**src/rtl/shift_deser.sv**
```systemverilog
// Serial-to-parallel deserializer: LSB-first bit strobes assembled into WIDTH-bit words,
// presented on a valid/ready output register with a sticky overrun flag.
module shift_deser #(
  parameter int unsigned WIDTH = 8
) (
  input  logic             clock,
  input  logic             reset,
  input  logic             clear,
  input  logic             s_valid,
  input  logic             s_in,
  input  logic             d_ready,
  output logic [WIDTH-1:0] d_out,
  output logic             d_valid,
  output logic             busy,
  output logic             overrun
);

  localparam int unsigned CW = $clog2(WIDTH);
  localparam logic [CW-1:0] CNT_LAST = CW'(WIDTH - 1);

  logic [WIDTH-1:0] sreg_q, sreg_d;
  logic [CW-1:0]    cnt_q, cnt_d;
  logic [WIDTH-1:0] dout_q, dout_d;
  logic             dvalid_q, dvalid_d;
  logic             ovr_q, ovr_d;
  logic [WIDTH-1:0] shifted;

  assign shifted = {s_in, sreg_q[WIDTH-1:1]};

  always_comb begin
    sreg_d   = sreg_q;
    cnt_d    = cnt_q;
    dout_d   = dout_q;
    dvalid_d = dvalid_q;
    ovr_d    = ovr_q;

    // Consumer handshake completes regardless of clear; a same-edge reload below wins.
    if (dvalid_q && d_ready) begin
      dvalid_d = 1'b0;
    end

    if (clear) begin
      sreg_d = '0;
      cnt_d  = '0;
      ovr_d  = 1'b0;
    end else if (s_valid) begin
      sreg_d = shifted;
      if (cnt_q == CNT_LAST) begin
        cnt_d = '0;
        if (!dvalid_q || d_ready) begin
          dout_d   = shifted;
          dvalid_d = 1'b1;
        end else begin
          ovr_d = 1'b1;
        end
      end else begin
        cnt_d = cnt_q + 1'b1;
      end
    end
  end

  always_ff @(posedge clock) begin
    if (reset) begin
      sreg_q   <= '0;
      cnt_q    <= '0;
      dout_q   <= '0;
      dvalid_q <= 1'b0;
      ovr_q    <= 1'b0;
    end else begin
      sreg_q   <= sreg_d;
      cnt_q    <= cnt_d;
      dout_q   <= dout_d;
      dvalid_q <= dvalid_d;
      ovr_q    <= ovr_d;
    end
  end

  assign d_out   = dout_q;
  assign d_valid = dvalid_q;
  assign busy    = (cnt_q != '0);
  assign overrun = ovr_q;

endmodule

```
**config.mk**
```make
export PLATFORM = sky130hd
export DESIGN_NAME = shift_deser
export DESIGN_NICKNAME = d
export VERILOG_FILES = /design/src/rtl/shift_deser.sv
export SDC_FILE = /design/constraint.sdc
export NUM_CORES = 1
export LEC_CHECK = 0
export BUFFER_PORTS_ARGS = -buffer_cell sky130_fd_sc_hd__buf_4
export CAP_MARGIN = 20
export CORE_UTILIZATION = 47
export CTS_CLUSTER_DIAMETER = 150
export DETAILED_ROUTE_END_ITERATION = 6
export PLACE_DENSITY_LB_ADDON = 0.25
export SLEW_MARGIN = 5
export SYNTH_ARGS = -nofsm -noshare
export SYNTH_HDL_FRONTEND = slang
export SYNTH_SLANG_ARGS = --single-unit
```
**constraint.sdc**
```tcl
create_clock -name clock -period 1.1 [get_ports clock]
set_input_delay 0.22 -clock clock [delete_from_list [all_inputs] [get_ports clock]]
set_output_delay 0.22 -clock clock [all_outputs]
set_load 0.05 [all_outputs]
```
==> results.txt <==
The run finished, with violations left. The checks that failed: negative setup slack. The power per cell area was 1010 nW/um^2; the final worst-path cycle share was 118%.

The number of standard-cell rows in the floorplan was 15. The detailed-route vias per instance is 4.71, and the max-slew headroom at the worst pin is 76.5%. The signal on the critical path passes through inv_2, ha_4, nand2b_4, buf_8. The sort of element at the end of the critical path is an output pin. Horizontal extent of the die: 45.0 um. The run gives -85.1 ps as the pre-CTS worst setup slack.

The register clock-pin slew on the reported worst setup and hold paths came out at 100 ps. The logs give 149 for the fill cell total of the finished layout and 613 for the via count of the first global-routing pass. The first-pass GRT wire length is 2.50 mm. For this run, the register share of the synthesized area comes to 46.0%. The worst setup path is launched from a flop. Setup repair after global routing could not meet its margin everywhere. The number of top-level design ports is 17, and the maximum level of the CTS H-tree is 1.

Path type of the worst setup path: flop to output pin. During synthesis, Yosys emitted a total of 0 warnings. Once the floorplan was initialized, standard cells occupied 50.4% of the core. The startpoint identified for the worst register-to-register timing path is cnt_q[1]$_SDFFE_PP0P_.

At the worst endpoint, the arrival time is 1080 ps. The required time of the worst setup path was 880 ps. Among all stages on the critical path, the largest delay is contributed by dfxtp_2.

The root buffer cell chosen for the clock tree is clkbuf_4. The max-cap violation count was 0; the number of distinct library cells after synthesis was 16. The repair_antennas step left the layout with diodes totalling 0. Total standard cell area after synthesis: 870 sq um. The first-pass iteration count of the detailed router was 4. The tools report the critical path startpoint as cnt_q[1]$_SDFFE_PP0P_. Of the cells placed in the final design, the portion with a size suffix greater than 1 is 37.0%.

For the final database, setup skew stands at 6.19 ps. The average wire length per cell after detail routing came out at 11.4 um. The run gives 0 as the final count of pins violating max slew. TritonCTS built the clock tree.

The die covers 2030 sq um. After synthesis the netlist holds a flip-flop and latch count of 20. The final route contains 626 vias. The hold path startpoint was reset.

The buffering stage count on the worst path with inverters included was 2. Cell family contributing the most delay on the critical path: flip-flops. In this run the standard cell core region covers 1730 sq um.

The run gives 290 ps as the clock latency reported for the late side of the worst-skew pair. From synthesis to final layout, the design area changed by 33.1%. The logs give 12 for the final count of negative-setup-slack endpoints and 0.713 for the weighted congestion at the end of routability-driven global placement. The logs give 0.889 mV for the worst supply voltage drop on vdd and 96 for the synthesized netlist net count. In this run, CTS created clock tree buffers numbering 3. The first routing iteration left 3 violations. The run gives 0 as the DRC violations left.

The logs give 0.770 GHz for the maximum clock frequency and 20 for the clock sink count. Hold slack: 186 ps. The number of I/O port buffers was 16; the synthesized area per cell was 10.1 sq um. The analysis attributes to cell leakage a power of 0.473 nW. The net total in the final layout is 120, and the number of endpoints with negative hold slack in the final report is 0.

After detailed routing, the total wire length is 1.52 mm. Global routing used 17.4% of the available tracks. Maximum clock insertion buffer count: 2. The post-DP HPWL is 1.02 mm. Once detail routing completed, the nets flagged for antenna violations numbered 0. Entering global routing, the biggest net connects 19 pins.

The logs give -199 ps for the final critical-path setup slack and 86 for the instance count of the mapped netlist. The worst hold path belongs to the class primary input to flop. The largest fanout of any net on the critical path came out at 3. The worst stage delay on the critical path was 370 ps; the total congestion overflow was 0. From bottom edge to top edge, the die measures 45.0 um.

The worst-margin pin slew was 353 ps; the number of antenna violations at the first check in global routing was 0. The smallest clock period supported by the final layout is computed as 1300 ps.
==> worst paths after layout <==
kind	slack (ps)	endpoint	depth (start not counted)
setup / recovery	-200	busy	4
hold / removal	190	d_valid$_SDFF_PP0_	2
setup reg to reg	-170	d_out[7]$_SDFFE_PP0P_	5
hold reg to reg	480	d_out[2]$_SDFFE_PP0P_	2
==> cell usage after synthesis <==
library cell	instances	share of area (%)
dfxtp_1	20	46
nand2b_1	18	13
mux2i_1	17	20
nor2_1	11	4.7
ha_1	4	5.8
inv_1	4	1.7
a21oi_1	2	1.2
buf_2	2	1.2
a41oi_1	1	1.0
and2b_1	1	0.86
and3_4	1	1.3
buf_6	1	1.3
clkbuf_1	1	0.43
nand2_1	1	0.43
nor3b_1	1	0.86
or2_1	1	0.72
==> registers in the layout, summed over array words and instances, names as in the netlist <==
name,flops
d_out,8
d_valid,1
cnt_q,3
sreg_q,7
overrun,1
==> kinds of logic (layout without fill, tap and decap cells) <==
family,Yosys count,in the layout,synth area share (%)
AND/OR/NAND/NOR,34,34,21.9
AO/OA/AOI/OAI,3,3,2.16
flip-flops,20,20,46.0
buffers and inverters,8,30,4.60
multiplexers,17,17,19.6
adder cells (fa/ha/maj),4,4,5.76
==> placed cells by master (no fill, tap or decap), types with 2 or more instances in the layout <==
cell type,Yosys,layout
dfxtp_1,20,15
dfxtp_2,0,5
inv_1,4,2
nand2b_1,18,17
inv_2,0,2
nor2_1,11,11
clkbuf_4,0,3
ha_4,0,3
buf_6,1,4
buf_4,0,18
a21oi_1,2,2
mux2i_1,17,17
==> where the power goes <==
group / total (mW) / leakage (nW) / internal [mW] / switching (mW)
clock: 0.323 / 0.0138 / 0.127 / 0.196
sequential: 0.731 / 0.164 / 0.728 / 0.00342
combinational: 0.110 / 0.296 / 0.0588 / 0.0515
==> layout make-up <==
cell class	count	area (sq um)	share of cell area, %
Timing Repair Buffer	23	195	16.9
Inverter	4	15.0	1.30
Tap cell	25	31.3	2.70
Multi-Input combinational cell	58	487	42.1
Clock buffer	3	22.5	1.95
Sequential cell	20	407	35.1
==> repair_timing <==
item	4_1_cts	5_1_grt
endpoints found under the setup margin	9	15
hold buffers	0	0
setup buffers	2	2
hold endpoints to repair	0	0
pin swaps	1	4
gates resized for setup	8	7
==> worst register-to-register path, stage by stage (launching register included) <==
cell and delay (ps):
dfxtp_2 370, buf_6 100, ha_4 130, ha_4 120, and3_4 260, mux2i_1 210
==> metal layers <==
metal  track usage [%]  part of all wire [%]  vias up
met5                 0                     0        -
met4              10.9                   1.9        0
met2              27.8                    51       12
li1                  -                     -      322
met3              5.20                   3.2        4
met1              20.1                    43      288
==> stage by stage <==
| step | setup TNS (ps) | cell area, sq um | utilization, % | total power, mW | std cells |
|---|---|---|---|---|---|
| detailed placement | -432 | 1050 | 60.8 | 0.839 | 126 |
| CTS | -1700 | 1120 | 64.7 | 1.18 | 131 |
| global placement | -211 | 1050 | 60.8 | 0.837 | 126 |
| finish | -1550 | 1160 | 67.0 | 1.16 | 133 |
| floorplan | -151 | 901 | - | 0.805 | 86 |
| global route | -2400 | 1160 | 67.0 | 1.22 | 133 |
Note: power is estimated with default switching activity, not from simulation.
